`src/rtl/alu_op_sequencer_pkg.sv`:
```
// Shared constants for the ALU op sequencer: MIPS funct codes, ALU control codes
// and the sequencer state encoding.
package alu_seq_pkg;

   localparam logic [5:0] FUNCT_AND = 6'h24;
   localparam logic [5:0] FUNCT_OR  = 6'h25;
   localparam logic [5:0] FUNCT_ADD = 6'h20;
   localparam logic [5:0] FUNCT_SUB = 6'h22;
   localparam logic [5:0] FUNCT_MUL = 6'h18;

   localparam logic [2:0] ALU_AND = 3'b000;
   localparam logic [2:0] ALU_OR  = 3'b001;
   localparam logic [2:0] ALU_ADD = 3'b010;
   localparam logic [2:0] ALU_SUB = 3'b011;
   localparam logic [2:0] ALU_MUL = 3'b100;

   typedef enum logic [1:0] {
      ST_IDLE = 2'd0,
      ST_EXEC = 2'd1,
      ST_MUL  = 2'd2,
      ST_RESP = 2'd3
   } state_e;

endpackage

```
`src/rtl/alu_op_sequencer_if.sv`:
```
// Request/response handshake plus ALU operand/result ports of the op sequencer.
// slave = sequencer side, master = requester and ALU side.
interface alu_op_sequencer_if #(parameter int DATA_W = 32);

   logic              req_valid_i;
   logic              req_ready_o;
   logic [5:0]        funct_i;
   logic [DATA_W-1:0] rs_data_i;
   logic [DATA_W-1:0] rt_data_i;
   logic [DATA_W-1:0] alu_data1_o;
   logic [DATA_W-1:0] alu_data2_o;
   logic [2:0]        alu_ctrl_o;
   logic [DATA_W-1:0] alu_result_i;
   logic              alu_zero_i;
   logic              resp_valid_o;
   logic [DATA_W-1:0] result_o;
   logic              zero_o;
   logic              illegal_o;

   modport slave (
      input  req_valid_i, funct_i, rs_data_i, rt_data_i, alu_result_i, alu_zero_i,
      output req_ready_o, alu_data1_o, alu_data2_o, alu_ctrl_o,
             resp_valid_o, result_o, zero_o, illegal_o
   );

   modport master (
      output req_valid_i, funct_i, rs_data_i, rt_data_i, alu_result_i, alu_zero_i,
      input  req_ready_o, alu_data1_o, alu_data2_o, alu_ctrl_o,
             resp_valid_o, result_o, zero_o, illegal_o
   );

endinterface

```
`src/rtl/alu_op_sequencer_decode.sv`:
```
// Combinational funct decoder. With ALU_SEQ_NATIVE_MUL_EN, mul maps to the ALU
// multiply code; otherwise it maps to add, the step op of the shift-add loop.
module alu_seq_decode
   import alu_seq_pkg::*;
(
   input  logic [5:0] funct,
   output logic [2:0] ctrl,
   output logic       is_mul,
   output logic       illegal
);

   always_comb begin
      ctrl    = ALU_AND;
      is_mul  = 1'b0;
      illegal = 1'b0;
      case (funct)
         FUNCT_AND: ctrl = ALU_AND;
         FUNCT_OR:  ctrl = ALU_OR;
         FUNCT_ADD: ctrl = ALU_ADD;
         FUNCT_SUB: ctrl = ALU_SUB;
         FUNCT_MUL: begin
            is_mul = 1'b1;
`ifdef ALU_SEQ_NATIVE_MUL_EN
            ctrl = ALU_MUL;
`else
            ctrl = ALU_ADD;
`endif
         end
         default: illegal = 1'b1;
      endcase
   end

endmodule

```
`src/rtl/alu_op_sequencer.sv`:
```
// Execute-stage initiator driving a combinational ALU from registers.
// ALU_SEQ_NATIVE_MUL_EN selects a one-shot native multiply instead of the shift-add loop.
module alu_op_sequencer
   import alu_seq_pkg::*;
#(
   parameter int DATA_W    = 32,
   parameter int MUL_ITERS = 32
)
(
   input  logic              clk_i,
   input  logic              rst_n_i,
   alu_op_sequencer_if.slave bus
);

   state_e            state_reg, state_next;
   logic [DATA_W-1:0] data1_reg, data1_next;
   logic [DATA_W-1:0] data2_reg, data2_next;
   logic [2:0]        ctrl_reg, ctrl_next;
   logic              illegal_op_reg, illegal_op_next;
   logic [DATA_W-1:0] result_reg, result_next;
   logic              zero_reg, zero_next;
   logic              illegal_reg, illegal_next;

   logic [2:0]        dec_ctrl;
   logic              dec_is_mul;
   logic              dec_illegal;

`ifndef ALU_SEQ_NATIVE_MUL_EN
   localparam int CNT_W = $clog2(MUL_ITERS);
   // m is the multiplicand shifted to the current bit weight, q the remaining multiplier bits.
   logic [DATA_W-1:0] m_reg, m_next;
   logic [DATA_W-1:0] q_reg, q_next;
   logic [CNT_W-1:0]  cnt_reg, cnt_next;
`endif

   alu_seq_decode u_decode (
      .funct   (bus.funct_i),
      .ctrl    (dec_ctrl),
      .is_mul  (dec_is_mul),
      .illegal (dec_illegal)
   );

   always_comb begin
      state_next      = state_reg;
      data1_next      = data1_reg;
      data2_next      = data2_reg;
      ctrl_next       = ctrl_reg;
      illegal_op_next = illegal_op_reg;
      result_next     = result_reg;
      zero_next       = zero_reg;
      illegal_next    = illegal_reg;
`ifndef ALU_SEQ_NATIVE_MUL_EN
      m_next          = m_reg;
      q_next          = q_reg;
      cnt_next        = cnt_reg;
`endif
      case (state_reg)
         ST_IDLE: begin
            if (bus.req_valid_i) begin
               illegal_op_next = dec_illegal;
               state_next      = ST_EXEC;
               if (dec_illegal) begin
                  data1_next = '0;
                  data2_next = '0;
                  ctrl_next  = ALU_AND;
               end
`ifndef ALU_SEQ_NATIVE_MUL_EN
               else if (dec_is_mul) begin
                  data1_next = '0;
                  data2_next = bus.rt_data_i[0] ? bus.rs_data_i : '0;
                  ctrl_next  = ALU_ADD;
                  m_next     = bus.rs_data_i;
                  q_next     = bus.rt_data_i;
                  cnt_next   = '0;
                  state_next = ST_MUL;
               end
`endif
               else begin
                  data1_next = bus.rs_data_i;
                  data2_next = bus.rt_data_i;
                  ctrl_next  = dec_ctrl;
               end
            end
         end
         ST_EXEC: begin
            // An illegal op ran the ALU on idle values; its output is not reported.
            result_next  = illegal_op_reg ? '0 : bus.alu_result_i;
            zero_next    = !illegal_op_reg && bus.alu_zero_i;
            illegal_next = illegal_op_reg;
            data1_next   = '0;
            data2_next   = '0;
            ctrl_next    = ALU_AND;
            state_next   = ST_RESP;
         end
         ST_MUL: begin
`ifndef ALU_SEQ_NATIVE_MUL_EN
            m_next   = m_reg << 1;
            q_next   = q_reg >> 1;
            cnt_next = cnt_reg + 1'b1;
            if (cnt_reg == CNT_W'(MUL_ITERS - 1)) begin
               result_next  = bus.alu_result_i;
               zero_next    = bus.alu_zero_i;
               illegal_next = 1'b0;
               data1_next   = '0;
               data2_next   = '0;
               ctrl_next    = ALU_AND;
               state_next   = ST_RESP;
            end else begin
               // Feed the running sum back with the next partial product.
               data1_next = bus.alu_result_i;
               data2_next = q_reg[1] ? (m_reg << 1) : '0;
            end
`else
            state_next = ST_IDLE;
`endif
         end
         ST_RESP: state_next = ST_IDLE;
         default: state_next = ST_IDLE;
      endcase
   end

   always_ff @(posedge clk_i or negedge rst_n_i) begin
      if (!rst_n_i) begin
         state_reg      <= ST_IDLE;
         data1_reg      <= '0;
         data2_reg      <= '0;
         ctrl_reg       <= ALU_AND;
         illegal_op_reg <= 1'b0;
         result_reg     <= '0;
         zero_reg       <= 1'b0;
         illegal_reg    <= 1'b0;
      end else begin
         state_reg      <= state_next;
         data1_reg      <= data1_next;
         data2_reg      <= data2_next;
         ctrl_reg       <= ctrl_next;
         illegal_op_reg <= illegal_op_next;
         result_reg     <= result_next;
         zero_reg       <= zero_next;
         illegal_reg    <= illegal_next;
      end
   end

`ifndef ALU_SEQ_NATIVE_MUL_EN
   always_ff @(posedge clk_i or negedge rst_n_i) begin
      if (!rst_n_i) begin
         m_reg   <= '0;
         q_reg   <= '0;
         cnt_reg <= '0;
      end else begin
         m_reg   <= m_next;
         q_reg   <= q_next;
         cnt_reg <= cnt_next;
      end
   end
`endif

   assign bus.req_ready_o  = (state_reg == ST_IDLE);
   assign bus.resp_valid_o = (state_reg == ST_RESP);
   assign bus.alu_data1_o  = data1_reg;
   assign bus.alu_data2_o  = data2_reg;
   assign bus.alu_ctrl_o   = ctrl_reg;
   assign bus.result_o     = result_reg;
   assign bus.zero_o       = zero_reg;
   assign bus.illegal_o    = illegal_reg;

endmodule
```
`src/flat_wrapper.sv`:
```
// flat-port wrapper written by rule: the top's interface ports become plain ports
module alu_op_sequencer_flat import alu_seq_pkg::*;
#(
   parameter int DATA_W    = 32,
   parameter int MUL_ITERS = 32
)
  (clk_i, rst_n_i, bus_req_valid_i, bus_funct_i, bus_rs_data_i, bus_rt_data_i, bus_alu_result_i, bus_alu_zero_i, bus_req_ready_o, bus_alu_data1_o, bus_alu_data2_o, bus_alu_ctrl_o, bus_resp_valid_o, bus_result_o, bus_zero_o, bus_illegal_o);
  alu_op_sequencer_if #(.DATA_W(DATA_W)) bus_i ();
  input  logic clk_i;
  input  logic rst_n_i;
  input wire logic [$bits(bus_i.req_valid_i)-1:0] bus_req_valid_i;
  input wire logic [$bits(bus_i.funct_i)-1:0] bus_funct_i;
  input wire logic [$bits(bus_i.rs_data_i)-1:0] bus_rs_data_i;
  input wire logic [$bits(bus_i.rt_data_i)-1:0] bus_rt_data_i;
  input wire logic [$bits(bus_i.alu_result_i)-1:0] bus_alu_result_i;
  input wire logic [$bits(bus_i.alu_zero_i)-1:0] bus_alu_zero_i;
  output wire logic [$bits(bus_i.req_ready_o)-1:0] bus_req_ready_o;
  output wire logic [$bits(bus_i.alu_data1_o)-1:0] bus_alu_data1_o;
  output wire logic [$bits(bus_i.alu_data2_o)-1:0] bus_alu_data2_o;
  output wire logic [$bits(bus_i.alu_ctrl_o)-1:0] bus_alu_ctrl_o;
  output wire logic [$bits(bus_i.resp_valid_o)-1:0] bus_resp_valid_o;
  output wire logic [$bits(bus_i.result_o)-1:0] bus_result_o;
  output wire logic [$bits(bus_i.zero_o)-1:0] bus_zero_o;
  output wire logic [$bits(bus_i.illegal_o)-1:0] bus_illegal_o;
  assign bus_i.req_valid_i = bus_req_valid_i;
  assign bus_i.funct_i = bus_funct_i;
  assign bus_i.rs_data_i = bus_rs_data_i;
  assign bus_i.rt_data_i = bus_rt_data_i;
  assign bus_i.alu_result_i = bus_alu_result_i;
  assign bus_i.alu_zero_i = bus_alu_zero_i;
  assign bus_req_ready_o = bus_i.req_ready_o;
  assign bus_alu_data1_o = bus_i.alu_data1_o;
  assign bus_alu_data2_o = bus_i.alu_data2_o;
  assign bus_alu_ctrl_o = bus_i.alu_ctrl_o;
  assign bus_resp_valid_o = bus_i.resp_valid_o;
  assign bus_result_o = bus_i.result_o;
  assign bus_zero_o = bus_i.zero_o;
  assign bus_illegal_o = bus_i.illegal_o;
  alu_op_sequencer #(.DATA_W(DATA_W), .MUL_ITERS(MUL_ITERS)) u_core (.clk_i(clk_i), .rst_n_i(rst_n_i), .bus(bus_i));
endmodule
```
`config.mk`:
```
export PLATFORM = sky130hd
export DESIGN_NAME = alu_op_sequencer_flat
export DESIGN_NICKNAME = d
export VERILOG_FILES = /design/src/rtl/alu_op_sequencer_pkg.sv /design/src/rtl/alu_op_sequencer_if.sv /design/src/rtl/alu_op_sequencer_decode.sv /design/src/rtl/alu_op_sequencer.sv /design/src/flat_wrapper.sv
export SDC_FILE = /design/constraint.sdc
export NUM_CORES = 1
export LEC_CHECK = 0
export BUFFER_PORTS_ARGS = -buffer_cell sky130_fd_sc_hd__clkbuf_2
export CORE_MARGIN = 5
export CORE_UTILIZATION = 55
export DETAILED_ROUTE_END_ITERATION = 6
export GPL_ROUTABILITY_DRIVEN = 0
export PLACE_DENSITY = 0.86
export SETUP_SLACK_MARGIN = 0.5
export SYNTH_ARGS = -nofsm -noshare
export SYNTH_HDL_FRONTEND = slang
export SYNTH_HIERARCHICAL = 1
export SYNTH_SLANG_ARGS = --single-unit
```
`constraint.sdc`:
```
create_clock -name clk_i -period 3.55 [get_ports clk_i]
set_input_delay 0.1775 -clock clk_i [delete_from_list [all_inputs] [get_ports clk_i]]
set_output_delay 0.1775 -clock clk_i [all_outputs]
set_load 0.03 [all_outputs]
```
=== Yosys cells after proc, flatten, opt, wreduce, memory -nomap -nowiden ===
Index checks and enable logic that the tools add are counted.

* Input bits: 106
* Flip-flop bits (word level): 172

* Equal/unequal tests: 13
* Add/subtract/negate cells: 1
* Multiplexer cells: 44
* Reduce and logical (&&, ||, !) cells: 14

{| class="wikitable"
|+ Operators by type and width
! cell !! number
|-
| two-way mux 32 bit || 15
|-
| one-hot mux 32 bit (3 select lines) || 2
|-
| one-hot mux 32 bit (2 select lines) || 2
|-
| two-way mux 31 bit || 3
|-
| one-hot mux 31 bit (2 select lines) || 1
|-
| == test 6 bit (second input constant) || 4
|-
| two-way mux 5 bit || 3
|-
| two-way mux 2 bit || 5
|-
| one-hot mux 5 bit (2 select lines) || 1
|-
| two-way mux 3 bit || 3
|-
| one-hot mux 3 bit (3 select lines) || 1
|-
| one-hot mux 2 bit (4 select lines) || 1
|-
| AND reduction 2 bit || 4
|-
| == test 6 x 5 -> 1 bit (second input constant) || 1
|-
| one-hot mux 2 bit (3 select lines) || 1
|-
| adder 5 x 1 -> 5 bit (second input constant) || 1
|-
| == test 5 bit (second input constant) || 1
|-
| OR reduction 5 bit || 1
|-
| == test 2 bit (second input constant) || 2
|-
| two-way mux 1 bit || 4
|-
| != test 2 x 1 -> 1 bit (second input constant) || 2
|-
| != test 2 bit (second input constant) || 2
|-
| one-hot mux 1 bit (2 select lines) || 2
|-
| AND reduction 4 bit || 1
|-
| other kinds (8) || 9
|}

=== Longest topological paths before layout ===
* Depth after elaboration: 7
* Depth in mapped cells: 8

=== Modules after synthesis ===
The synthesis kept the hierarchy.

{| class="wikitable"
|+ Modules (own cells, without submodules)
! module !! sequential area each (um^2) !! area each (um^2) !! cells an instance !! instances
|-
| alu_op_sequencer || 4,279.1 || 7,883.8 || 731 || 1
|-
| alu_seq_decode || 0.0 || 95.1 || 11 || 1
|}

=== Worst setup path before layout ===
OpenSTA, ideal clock, no wires.

* Kind: register to register
* Start point: reg u_core.state_reg[0]
* End point: reg u_core.ctrl_reg[1] (netlist: u_core/bus.alu_ctrl_o[1])
* Buffers on the path: 2
* Cell stages (with the launch flop): 8
* Arrival: 1,746 ps
* Required time: 3,425 ps
* Path slack: 1,679 ps
* Period minus slack after synthesis: 1,871 ps
* Path through: dfrtp_1 -> inv_1 -> ha_1 -> buf_2 -> nor2b_1 -> buf_2 -> nor3_4 -> mux2_2

* Longest elaborated chain between the ends: 3
* Elaborated cells between the ends (all ways): 8

{| class="wikitable"
|+ Ends and longest elaborated chain
! item !! line !! RTL
|-
| start, declared || alu_op_sequencer.sv:15 || <nowiki>state_e state_reg, state_next;</nowiki>
|-
| start signal, assigned || alu_op_sequencer.sv:133 || <nowiki>state_reg <= state_next;</nowiki>
|-
| zero test 2 bit (*) || n/a ||
|-
| named net bus_req_ready_o || flat_wrapper.sv:17 || <nowiki>output wire logic [$bits(bus_i.req_ready_o)-1:0] bus_req_ready_o;</nowiki>
|-
| != test 2 bit (no line) / nonzero test 3 bit (equally long branches) || n/a ||
|-
| AND reduction 3 bit (no line) || n/a ||
|-
| end signal, assigned || alu_op_sequencer.sv:136 || <nowiki>ctrl_reg <= ctrl_next;</nowiki>
|-
| end, declared || alu_op_sequencer.sv:18 || <nowiki>logic [2:0] ctrl_reg, ctrl_next;</nowiki>
|}

Mark *: on every way through the listed nets, which the timed path passes. The rest lies on a longest branch.
A chain may end at the register's enable or synchronous reset.

=== Worst setup path after layout ===
* Start point: reg u_core.state_reg[0]
* End point: reg u_core.result_reg[6] (netlist: u_core/bus.result_o[6])

* Longest elaborated chain between the ends: 3
* Elaborated cells between the ends (all ways): 6

{| class="wikitable"
|+ Ends and longest elaborated chain
! item !! line !! RTL
|-
| == test 2 bit / == test 2 x 1 -> 1 bit (equally long branches) || alu_op_sequencer.sv:57 || <nowiki>case (state_reg)</nowiki>
|-
| != test 2 x 1 -> 1 bit (no line) / nonzero test 2 bit (equally long branches) || n/a ||
|-
| AND reduction 2 bit (no line) || n/a ||
|-
| end signal, assigned || alu_op_sequencer.sv:138 || <nowiki>result_reg <= result_next;</nowiki>
|-
| end, declared || alu_op_sequencer.sv:20 || <nowiki>logic [DATA_W-1:0] result_reg, result_next;</nowiki>
|}

Parallel ways exist; a longest one is shown, timed or not.

==> summary.md <==
| Metric | Value |
|---|---|
| Total clock buffers created by CTS | 17 |
| Wirelength per Cell | approximately 21 um |
| Detailed placement HPWL | between 15 and 20 mm |
| Post-synth top flop | dfrtp_1 |
| Max cap viols | 0 |
| Seq/Total Area, Yosys | 0.5363 |
| Worst Setup End Kind | register |
| Flops & latches, synth | 171 |
| CP Buf/Inv Count | 3 |
| Sw Ratio | 0.4380 |
| Crit path depth | 7 |
| Synth Warn # | 6 |
| Top post-synthesis cells by area | dfrtp_1 (54%), mux2i_1 (7.9%), o21ai_0 (6.4%) |
| Max-slew violations | 0 |
| Crit-path slowest cell | ha_4 |
| Syn_nets | 854 |
| Clock slew at reported path FFs | 0.07 ns |
| Status | complete, no violations |
| DIE WIDTH | 130.4 um |
| Critical path's top delay family | buffers and inverters |
| Layout cell share with drive strength beyond 1 | 0.2881 |
| Tmin final | around 2.7 ns |
| Post-route setup slack | 0.8148 ns |
| Total wire length | 24.47 mm |
| Count leader, synth | dfrtp_1 |
| Final instance area | 10030 um2 |
| Clock Latency Late Sink | 0.43 ns |
| Final core occ | 0.6981 |
| Max FO, Critical Path | 44 |
| DP Worst Slack | 0.9093 ns |
| Post-Syn Area | about 8000 um2 |
| Worst slew margin | 0.3458 |
| Most frequent cells after synthesis | dfrtp_1 (171), o21ai_0 (102), a21oi_1 (66), nand3_1 (66), mux2i_1 (63) |
| 1st-iter DRT viols | 907 |
| Ant diodes | 0 |
| Critical path arrival | 3.10 ns |
| PortBufs | approximately 210 |
| Kind of start point of the critical path | register |
| DP Area | 9089 um2 |
| Leakage power total | 4.677 nW |
| Ports | 209 |
| Clock Tree Root | clkbuf_16 |
| Syn Area/Cell | around 11 um2 |
| Residual DRC | 0 |
| Post-CTS Setup Bufs | 0 |
| Share of the synthesized area in the top cell type | 0.5363 |
| Critical path's largest stage delay | 0.65 ns |
| Fmax | 365.6 MHz |
| Pre-antenna DRT Iters | 7 |
| RSZ-0062 raised after global routing | false |
| GRT Util Overall | 0.2916 |
| Power Density | 905.2 nW/um2 |
| Worst-path cell chain | inv_1 -> ha_4 -> buf_4 -> nand2b_1 -> nand2_1 -> buf_4 -> a22o_1 |
| Psw | 3.977 mW |
| Vias | 7282 |
| Fillers | between 1000 and 1500 |
| Core area | 14370 um2 |
| Seq pwr share | 0.346 |
| GR Overflow Total | 0 |
| CP most frequent cell | buf_4 |
| Distinct cell type count after synthesis | 48 |
| Class of the worst hold path | in -> reg |
| Area added between synthesis and finish | 25.72% |
| Combinational power share | 0.438 |
| Antenna Violating Nets Remaining | 0 |
| Crit share post-route | 0.7705 |
| Clock power share | 0.216 |
| TritonCTS Sinks | 171 |
| Number of global-route vias before repair | roughly 7500 |
| Worst vdd ir | slightly below 0.5 mV |
| Vias per std cell | 6.377 |
| Setup TNS | 0 ns |
| Hold Path Depth | 2 |
| Crit path required time | between 3 and 4 ns |
| Final setup violation count | 0 |
| Post-synth top area cell | dfrtp_1 |
| Die area | 17020 um2 |
| # rows | 44 |
| Worst R2R Path Depth | 7 |
| Nets | approximately 1100 |
| Slew @ Worst Pin | just under 1 ns |
| First-pass GRT wire length | 38.76 mm |
| Hold Fails Final Rpt | 0 |
| Clk_skew | about 0.0063 ns |
| Mapped Cells | 742 |
| # H-tree levels | 4 |
| Starting Density | 0.5553 |
| Critical path type | reg -> reg |
| Post-synth EDFFs | 0 |
| Die span in y | about 130 um |
| Asr flop ratio synth | 1.000 |
| Pin count of the biggest net entering global routing | 100 |
| TritonCTS clock tree | built |
| Cell Int Power | 5.103 mW |
| Initial antenna violation count | 0 |
| Clock Path Buffers | 2 |
[final timing paths]
check / slack [ns] / start / endpoint
worst max register to register: 0.81 / u_core/state_reg[0] / u_core/bus.result_o[6]
worst max-delay path: 0.81 / u_core/state_reg[0] / u_core/bus.result_o[6]
worst min register to register: 0.49 / u_core/bus.alu_data2_o[0] / u_core/bus.alu_data2_o[0]
worst min-delay path: 0.03 / bus_alu_result_i[0] / u_core/bus.result_o[0]
max in group asynchronous: 2.19 / rst_n_i / u_core/bus.result_o[31]
min in group asynchronous: 0.41 / rst_n_i / u_core/bus.alu_data2_o[0]
[cell type report]
type	instances	area (um2)	area share
Tap cell	184	230.2	0.02295
Timing Repair Buffer	260	1530	0.1526
Clock buffer	18	439.2	0.04378
Inverter	10	37.54	0.003742
Sequential cell	171	4279	0.4266
Clock inverter	14	182.7	0.01821
Multi-Input combinational cell	485	3332	0.3322
[per-layer routing]
metal	vias up	global-route usage	share of wire
li1	3224	-	-
met1	3556	0.3808	0.38
met2	441	0.4789	0.50
met3	61	0.05732	0.088
met4	0	0.1258	0.030
met5	-	0	0
[placed cells by master (no fill, tap or decap), types with 2 or more instances in the layout]
cell type	count
nand2b_1	4
a222oi_1	31
a221o_1	2
and4b_1	2
bufinv_16	3
inv_6	4
nand2_1	9
nor3_1	3
nor3_4	3
mux2_2	4
a22oi_1	32
o21ai_0	102
mux2i_1	63
clkbuf_16	17
nor2_1	2
a21oi_1	66
nand3b_1	2
buf_4	19
a22o_1	32
nor2b_1	2
clkinvlp_4	5
o21ai_1	31
ha_1	5
nand3_1	66
dfrtp_1	171
clkbuf_2	207
inv_1	10
dlygate4sd3_1	32
[power by group through the flow]
stage	Clock [mW]	Sequential (mW)	Combinational, mW
2_1_floorplan	0	3.75	2.07
3_3_place_gp	0	3.12	3.78
3_5_place_dp	0	3.14	3.90
4_1_cts	1.98	3.13	3.94
5_1_grt	2.06	3.22	4.30
6_report	1.96	3.14	3.98
[cell families after synthesis]
family                   synth area share
AO/OA/AOI/OAI                      0.2420
adder cells (fa/ha/maj)          0.009409
buffers and inverters             0.05175
flip-flops                         0.5363
multiplexers                      0.08468
other                           0.0004700
AND/OR/NAND/NOR                   0.07543
[stage by stage]
stage | power, mW | cells | hold WS [ns]
CTS | 9.053 | 1142 | 0.01762
floorplan | 5.826 | 742 | -0.1181
global route | 9.575 | 1142 | 0.02323
detailed placement | 7.044 | 1078 | 0.3444
finish | 9.080 | 1142 | 0.02871
global placement | 6.903 | 1078 | 0.3465
[timing repair]
action,in CTS,in global routing
hold buffers,32,0
gates resized for setup,0,0
endpoints found under the hold margin,127,0
Note: power is estimated with default switching activity, not from simulation.
